File: src/rtl/sdram_test_sequencer.sv
// sdram_test_sequencer: debounces the test push-button, drives the ordered
// software-reset / FIFO-load / start strobe sequence for the SDRAM controller
// and RW test engine, waits for completion and keeps pass/fail statistics.
module sdram_test_sequencer #(
    parameter int unsigned DEBOUNCE_CYCLES = 1000000,
    parameter int unsigned SW_RST_CYCLES   = 16,
    parameter int unsigned LOAD_CYCLES     = 16,
    parameter int unsigned SETTLE_CYCLES   = 256,
    parameter int unsigned START_CYCLES    = 4,
    parameter int unsigned TIMEOUT_CYCLES  = 0,
    parameter int unsigned CNT_W           = 16
) (
    input  logic             iCLK,
    input  logic             iRST_n,
    input  logic             iKEY_n,
    input  logic             iLOOP,
    input  logic             iTEST_COMPLETE,
    input  logic             iTEST_PASS,
    input  logic             iTEST_FAIL,
    output logic             oSW_RST_n,
    output logic             oLOAD_n,
    output logic             oSTART_n,
    output logic             oBUSY,
    output logic             oDONE,
    output logic             oLAST_PASS,
    output logic [CNT_W-1:0] oPASS_CNT,
    output logic [CNT_W-1:0] oFAIL_CNT
);

    localparam int unsigned DB_W = (DEBOUNCE_CYCLES > 1) ? $clog2(DEBOUNCE_CYCLES) : 1;
    localparam logic [DB_W-1:0] DB_LAST = DB_W'(DEBOUNCE_CYCLES - 1);

    typedef enum logic [2:0] {
        S_IDLE,
        S_SW_RST,
        S_LOAD,
        S_SETTLE,
        S_START,
        S_RUN,
        S_REPORT
    } state_t;

    state_t          state, state_next;
    logic [31:0]     tmr, tmr_next;
    logic            armed;
    logic            result;

    logic            key_meta, key_sync, key_db;
    logic [DB_W-1:0] db_cnt;
    logic            press;

    // Two-flop synchroniser for the asynchronous push-button.
    // NOTE: sequential state uses non-blocking (<=) so every flop samples
    // pre-edge values; blocking here would collapse the two stages into one.
    always_ff @(posedge iCLK or negedge iRST_n) begin
        if (!iRST_n) begin
            key_meta <= 1'b1;
            key_sync <= 1'b1;
        end else begin
            key_meta <= iKEY_n;
            key_sync <= key_meta;
        end
    end

    // Debounce: accept a new level only after it has persisted for
    // DEBOUNCE_CYCLES consecutive cycles; any return clears the count.
    always_ff @(posedge iCLK or negedge iRST_n) begin
        if (!iRST_n) begin
            key_db <= 1'b1;
            db_cnt <= '0;
        end else if (key_sync != key_db) begin
            if (db_cnt == DB_LAST) begin
                key_db <= key_sync;
                db_cnt <= '0;
            end else begin
                db_cnt <= db_cnt + 1'b1;
            end
        end else begin
            db_cnt <= '0;
        end
    end

    // Press strobe: high for the single cycle in which the debounced key falls.
    assign press = key_db && !key_sync && (db_cnt == DB_LAST);

    // Next-state logic; tmr is a down-counter in the timed states and an
    // up-counter of elapsed cycles in RUN.
    // NOTE: every signal written here gets a default first, so no path can
    // leave one unassigned and infer a latch.
    always_comb begin
        state_next = state;
        tmr_next   = tmr;
        result     = 1'b0;
        case (state)
            S_IDLE: begin
                if (press) begin
                    state_next = S_SW_RST;
                    tmr_next   = SW_RST_CYCLES - 1;
                end
            end
            S_SW_RST: begin
                if (tmr == 32'd0) begin
                    state_next = S_LOAD;
                    tmr_next   = LOAD_CYCLES - 1;
                end else begin
                    tmr_next = tmr - 32'd1;
                end
            end
            S_LOAD: begin
                if (tmr == 32'd0) begin
                    state_next = S_SETTLE;
                    tmr_next   = SETTLE_CYCLES - 1;
                end else begin
                    tmr_next = tmr - 32'd1;
                end
            end
            S_SETTLE: begin
                if (tmr == 32'd0) begin
                    state_next = S_START;
                    tmr_next   = START_CYCLES - 1;
                end else begin
                    tmr_next = tmr - 32'd1;
                end
            end
            S_START: begin
                if (tmr == 32'd0) begin
                    state_next = S_RUN;
                    tmr_next   = 32'd0;
                end else begin
                    tmr_next = tmr - 32'd1;
                end
            end
            S_RUN: begin
                // Completion is checked first so it wins over a coincident timeout.
                if (armed && iTEST_COMPLETE) begin
                    state_next = S_REPORT;
                    result     = iTEST_PASS & ~iTEST_FAIL;
                end else if ((TIMEOUT_CYCLES != 0) && (tmr == TIMEOUT_CYCLES - 1)) begin
                    state_next = S_REPORT;
                    result     = 1'b0;
                end else begin
                    tmr_next = tmr + 32'd1;
                end
            end
            S_REPORT: begin
                if (iLOOP) begin
                    state_next = S_SW_RST;
                    tmr_next   = SW_RST_CYCLES - 1;
                end else begin
                    state_next = S_IDLE;
                end
            end
            default: state_next = S_IDLE;
        endcase

        // A press while busy aborts the run and restarts the full sequence.
        if (press && (state != S_IDLE)) begin
            state_next = S_SW_RST;
            tmr_next   = SW_RST_CYCLES - 1;
        end
    end

    // State, timer and the stale-completion guard.
    always_ff @(posedge iCLK or negedge iRST_n) begin
        if (!iRST_n) begin
            state <= S_IDLE;
            tmr   <= '0;
            armed <= 1'b0;
        end else begin
            state <= state_next;
            tmr   <= tmr_next;
            armed <= (state_next == S_RUN) && (state == S_RUN) &&
                     (armed || !iTEST_COMPLETE);
        end
    end

    // Registered outputs decoded from the next state, so each strobe is
    // low for exactly the cycles its state is occupied.
    always_ff @(posedge iCLK or negedge iRST_n) begin
        if (!iRST_n) begin
            oSW_RST_n <= 1'b1;
            oLOAD_n   <= 1'b1;
            oSTART_n  <= 1'b1;
            oBUSY     <= 1'b0;
            oDONE     <= 1'b0;
        end else begin
            oSW_RST_n <= (state_next != S_SW_RST);
            oLOAD_n   <= (state_next != S_LOAD);
            oSTART_n  <= (state_next != S_START);
            oBUSY     <= (state_next != S_IDLE);
            oDONE     <= (state_next == S_REPORT);
        end
    end

    // Result recording on entry to REPORT; counters saturate at all-ones.
    always_ff @(posedge iCLK or negedge iRST_n) begin
        if (!iRST_n) begin
            oLAST_PASS <= 1'b0;
            oPASS_CNT  <= '0;
            oFAIL_CNT  <= '0;
        end else if (state_next == S_REPORT) begin
            oLAST_PASS <= result;
            if (result) begin
                if (oPASS_CNT != '1) oPASS_CNT <= oPASS_CNT + 1'b1;
            end else begin
                if (oFAIL_CNT != '1) oFAIL_CNT <= oFAIL_CNT + 1'b1;
            end
        end
    end

endmodule

File: config.mk
export PLATFORM = sky130hd
export DESIGN_NAME = sdram_test_sequencer
export DESIGN_NICKNAME = d
export VERILOG_FILES = /design/src/rtl/sdram_test_sequencer.sv
export SDC_FILE = /design/constraint.sdc
export NUM_CORES = 1
export LEC_CHECK = 0
export BUFFER_PORTS_ARGS = -buffer_cell sky130_fd_sc_hd__buf_2
export CORE_AREA = 2 2 116 95
export CTS_CLUSTER_DIAMETER = 150
export CTS_CLUSTER_SIZE = 12
export DETAILED_ROUTE_END_ITERATION = 10
export DIE_AREA = 0 0 118 97
export PLACE_DENSITY = 0.88
export SLEW_MARGIN = 20
export SYNTH_ARGS = -nofsm -noshare
export SYNTH_HDL_FRONTEND = slang
export SYNTH_SLANG_ARGS = --single-unit
File: constraint.sdc
create_clock -name iCLK -period 3.95 [get_ports iCLK]
set_input_delay 0.395 -clock iCLK [delete_from_list [all_inputs] [get_ports iCLK]]
set_output_delay 0.395 -clock iCLK [all_outputs]
set_load 0.03 [all_outputs]
* Word-level counts from Yosys, hierarchy flattened
Cells that the tools add are included.
** Operators by class
- Bitwise operators :: 3
- Muxes and demuxes :: 22
- Equality and inequality tests :: 18
- Reductions and logical operators :: 18
- Add/subtract/negate cells :: 5
** Operators with widths (count)
- two-way mux 32 bit :: 8
- one-hot mux 32 bit (7 select lines) :: 1
- two-way mux 20 bit :: 2
- adder 16 x 1 -> 16 bit, second input constant :: 2
- adder 32 x 1 -> 32 bit, second input constant :: 1
- logical NOT 32 bit :: 1
- != test 16 bit, second input constant :: 2
- subtractor 32 x 1 -> 32 bit, second input constant :: 1
- two-way mux 3 bit :: 7
- one-hot mux 3 bit (7 select lines) :: 1
- adder 20 x 1 -> 20 bit, second input constant :: 1
- equality test 20 bit, second input constant :: 1
- equality test 3 bit, second input constant :: 5
- != test 3 bit, second input constant :: 4
- nonzero test 8 bit :: 1
- equality test 3 x 2 -> 1 bit, second input constant :: 2
- logical AND 1 bit :: 6
- AND reduction 3 bit :: 2
- nonzero test 3 bit :: 2
- AND reduction 4 bit :: 1
- equality test 3 x 1 -> 1 bit, second input constant :: 1
- logical NOT 3 bit :: 1
- two-way mux 1 bit :: 3
- != test 3 x 1 -> 1 bit, second input constant :: 1
- 7 further kinds :: 9
** Word-level totals
- Output and inout bits :: 38
- Logic and storage cells :: 81
- Input port bits :: 7
- Bits in registers :: 97

* Logic depth before layout (Yosys ltp)
- Word-level depth :: 9
- Mapped depth :: 12
- Depth with buffers taken out :: 10

* Least setup slack after synthesis
OpenSTA, ideal clock, no wires.
- Path kind :: register to register
- Start :: reg tmr[0]
- End :: reg tmr[21]
- Data required time :: 3.832 ns
- Clock period less this slack :: 2.718 ns
- Library setup time :: 0.118 ns
- Arrival time :: 2.600 ns
- Buffers on the path :: 2
- Stages on the path, launching flop included :: 12
- Path slack :: 1.232 ns
- Cells stage by stage :: dfrtp_1 > inv_1 > ha_1 > nor4b_1 > nand2_1 > or4_1 > buf_2 > and2_4 > buf_6 > or3_1 > a31o_1 > a21o_1
** On the way
- Longest elaborated chain between the ends :: 4
- Elaborated cells on any way between the ends :: 10
- Classes of those cells :: add/sub (2); mux (7); reduce/logical (1)
** RTL lines
- start, declared :: line 44 : logic [31:0] tmr, tmr_next;
- start signal, assigned :: line 171 : tmr <= tmr_next;
- adder 32 x 1 -> 32 bit, or another cell as far along :: line 142 : tmr_next = tmr + 32'd1;
- two-way mux 32 bit (on tied branches)
- one-hot mux 32 bit (7 select lines) (*) :: line 94 : case (state)
- two-way mux 32 bit (*) :: line 157 : if (press && (state != S_IDLE)) begin
Mark *: on every way between the ends. The rest lies on a longest branch, timed or not. The select of a mux whose other input is x is not followed.
A chain may end at the register's enable or synchronous reset.

* Worst setup path in the final report
- Start :: reg tmr[0]
- End :: reg oPASS_CNT[1]
** On the way
- Longest elaborated chain between the ends :: 6
- Elaborated cells on any way between the ends :: 9
- Classes of those cells :: eq/ne (1); mux (6); reduce/logical (2)
** RTL lines
- logical NOT 32 bit (*)
- two-way mux 3 bit (on tied branches)
- one-hot mux 3 bit (7 select lines) (*) :: line 94
- two-way mux 3 bit (*) :: line 157
- equality test 3 bit (*) :: line 201 : end else if (state_next == S_REPORT) begin
- AND reduction 3 bit (no line) (*)
- end signal, assigned :: line 204 : if (oPASS_CNT != '1) oPASS_CNT <= oPASS_CNT + 1'b1;
- end, declared :: line 26 : output logic [CNT_W-1:0] oPASS_CNT,
Mark *: on every way between the ends. The rest lies on a longest branch, timed or not.

==> metrics.md <==
| Metric | Value |
|---|---|
| Status | `complete, no violations` |
| Max transition margin | `37.0%` |
| Post-synthesis register bit count | `97` |
| Worst VDD drop | `0.000238 V` |
| Mapped cell area | `between 6000 and 7000 um^2` |
| Hold Violations, Final | `0` |
| Post-synth EDFFs | `0` |
| Worst path cell trace | `inv_1 > ha_1 > nor4b_1 > nand2_1 > nor4_4 > a31oi_1 > nor4_4 > mux2_2` |
| Layout Area Growth over Synthesis | `9.96%` |
| Max-slew violation count | `0` |
| Primary FF master, synth | `dfrtp_1` |
| Worst-skew pair later-pin latency | `around 0.35 ns` |
| Vias in the first global route | `between 5000 and 6000` |
| CP required | `about 4.2 ns` |
| Peak Freq | `between 0.3 and 0.4 GHz` |
| Minimum clock period | `3.24 ns` |
| Final period utilization | `between 80% and 90%` |
| Row count | `33` |
| Post-route ant nets | `0` |
| Final WL | `~16000 um` |
| CP Launch Point | `tmr[0]` |
| Most instantiated library cell after synthesis | `dfrtp_1` |
| Tot GR Track Use | `27.7%` |
| GPL Wtd Cong | `between 0.9 and 1` |
| Multi-input gate area | `roughly 3300 um^2` |
| Remaining DRCs | `0` |
| Sequential area share after synthesis | `just over 40%` |
| Final std cells w/o fill | `about 900` |
| Share of post-route cells with drive strength above 1 | `a little over an eighth` |
| Worst Setup Start Kind | `flip-flop` |
| Largest net degree at the start of global routing | `between 70 and 80` |
| Post-synthesis net count | `just over 700` |
| First DRT Iteration DRCs | `790` |
| Total power divided by cell area | `a little under 300 nW/um^2` |
| Worst Hold Class | `input port to flip-flop` |
| Crit-path max cell delay | `roughly 0.78 ns` |
| Clock buffer depth | `2` |
| Reg clk slew, reported paths | `approximately 0.08 ns` |
| CTS H-tree depth | `3` |
| Critical Path Fanout Max | `16` |
| Power Total | `1.95 mW` |
| Flop2flop setup slack | `just over 0.7 ns` |
| Slowest-stage cell, CP | `nor4_4` |
| Top post-synthesis cells by count | `dfrtp_1 (91), nor2_1 (75), nand2_1 (63)` |
| Most Frequent Cell on Critical Path | `nor4_4` |
| CP Capture Type | `flip-flop` |
| Largest area contributor in the netlist | `dfrtp_1` |
| Filler cells | `approximately 800` |
| Skew final | `just under 0.01 ns` |
| Root buf cell | `clkbuf_16` |
| Fraction of registers with async set or reset after synthesis | `100%` |
| Worst EP arrival | `3.48 ns` |
| Hold_ws | `between 0.1 and 0.15 ns` |
| Synth area leaders | `dfrtp_1 (38%), xnor2_1 (4.8%), nor2_1 (4.6%), nand3_1 (4.3%), o21ai_0 (4.0%)` |
| Post-synth top area share | `37.6%` |
| Ant diodes | `0` |
| IO Count | `45` |
| Die H | `97 um` |
| Max_cap viols | `0` |
| Drt first pass iters | `8` |
| GR Overflow Total | `0` |
| Starting Density | `59.4%` |
| Post-CTS setup buffers | `0` |
| DP Cell Count | `around 860` |
| Unique cell type count in the Yosys netlist | `73` |
| Avg Inst Size Synth | `about 8.6 um^2` |
| HPWL after detailed placement | `between 10000 and 15000 um` |
| Crit Path Class | `flip-flop to flip-flop` |
| Hold path start | `iKEY_n` |
| Die area | `11400 um^2` |
| Synth warnings | `0` |
| Port-buffer cells | `44` |
| Leak | `about 3 nW` |
| Register area | `2430 um^2` |
| DIE WIDTH | `around 120 um` |
| RSZ-0062 raised after global routing | `no` |
| Sink Count | `97` |
| First-pass GRT wire length | `around 26000 um` |
| Post-CTS Resized | `0` |
| Synthesized instance count | `707` |
| RR Startpoint | `tmr[0]` |
| Core Area | `approximately 10000 um^2` |
| Vias per Instance | `about 6.6` |
| CTS buffer count | `9` |
| CTS Hold Buffers Added | `0` |
| Worst-Margin Slew | `around 0.95 ns` |
| Avg WL per Cell | `between 15 and 20 um` |
| Setup tns final | `0 ns` |
| Routed via count | `5750` |
| Initial antenna violation count | `0` |
| # setup viols final | `0` |
| NumNets Final | `743` |
| CTS tree | `built` |
==> where the power goes <==
group          internal [mW]  switching, mW  leakage, nW
clock                  0.504          0.414        0.147
combinational        0.00729         0.0264         1.48
sequential             0.997        0.00302         1.30
total                   1.51          0.443         2.92
==> placed cells by master, fill, tap and decap left out, drive strengths merged, types with 5 or more instances in the layout <==
cell / instances
xnor2: 33
or3: 12
nand2: 64
dfrtp: 91
and3: 19
and4: 6
nor2: 75
nand3: 53
or4: 9
clkbuf: 9
nand4: 23
xor2: 23
dfstp: 6
and2: 5
o21ai: 51
buf: 56
inv: 21
nor2b: 6
a21oi: 27
a31oi: 12
o31ai: 12
a22o: 8
nor4b: 5
nor4: 15
nor3: 22
ha: 7
==> per-stage QoR <==
step           area (um^2)  setup slack [ns]  util, %
2_1_floorplan         6060              1.23        -
4_1_cts               6660             0.862     65.3
3_5_place_dp          6340             0.885     62.2
3_3_place_gp          6340             0.950     62.2
6_report              6660             0.711     65.3
5_1_grt               6660             0.456     65.3
==> layer usage <==
| layer | global-route usage (%) | part of all wire [%] | vias up |
|---|---|---|---|
| li1 | - | - | 2601 |
| met1 | 38.9 | 42 | 2774 |
| met2 | 43.1 | 46 | 329 |
| met3 | 5.66 | 8.8 | 46 |
| met4 | 8.80 | 2.5 | 0 |
| met5 | 0 | 0 | - |
==> cell type report <==
type                    count  share of cell area, %
multi-input cells         546                   50.3
flip-flops and latches     97                   36.6
clock inverters             7                   1.35
inverters                  19                   1.07
repair buffers             56                   4.70
clock buffers               9                   3.38
well taps                 140                   2.63
==> worst paths after layout <==
kind / cells after the start / to
worst max-delay path: 8 / oPASS_CNT[1]
worst min-delay path: 1 / key_meta
worst max register to register: 8 / oPASS_CNT[1]
worst min register to register: 0 / key_sync
max in group asynchronous: 2 / tmr[24]
min in group asynchronous: 1 / db_cnt[13]
==> registers in the layout, summed over array words and instances (netlist names) <==
signal	cells
tmr	32
db_cnt	20
oFAIL_CNT	16
oPASS_CNT	16
state	3
armed	1
key_db	1
key_meta	1
key_sync	1
oBUSY	1
oDONE	1
oLAST_PASS	1
oLOAD_n	1
oSTART_n	1
oSW_RST_n	1
==> worst max-delay path: cells and delay by family (launching register included) <==
family | cells | cell delay (ns)
and+or+nand+nor | 4 | 1.69
DFF | 1 | 0.45
muxes | 1 | 0.41
AOI/OAI and AO/OA | 1 | 0.31
adders and majority gates | 1 | 0.15
buffers and inverters | 1 | 0.12
==> cell families after synthesis <==
family / after synthesis / share of synthesized area (%)
AO/OA/AOI/OAI: 154 / 16.5
XOR/XNOR: 56 / 8.10
adder cells (fa/ha/maj): 7 / 1.45
buffers and inverters: 64 / 4.57
flip-flops: 97 / 40.2
multiplexers: 5 / 0.909
AND/OR/NAND/NOR: 324 / 28.3
Power figures use the tool's default switching activity.
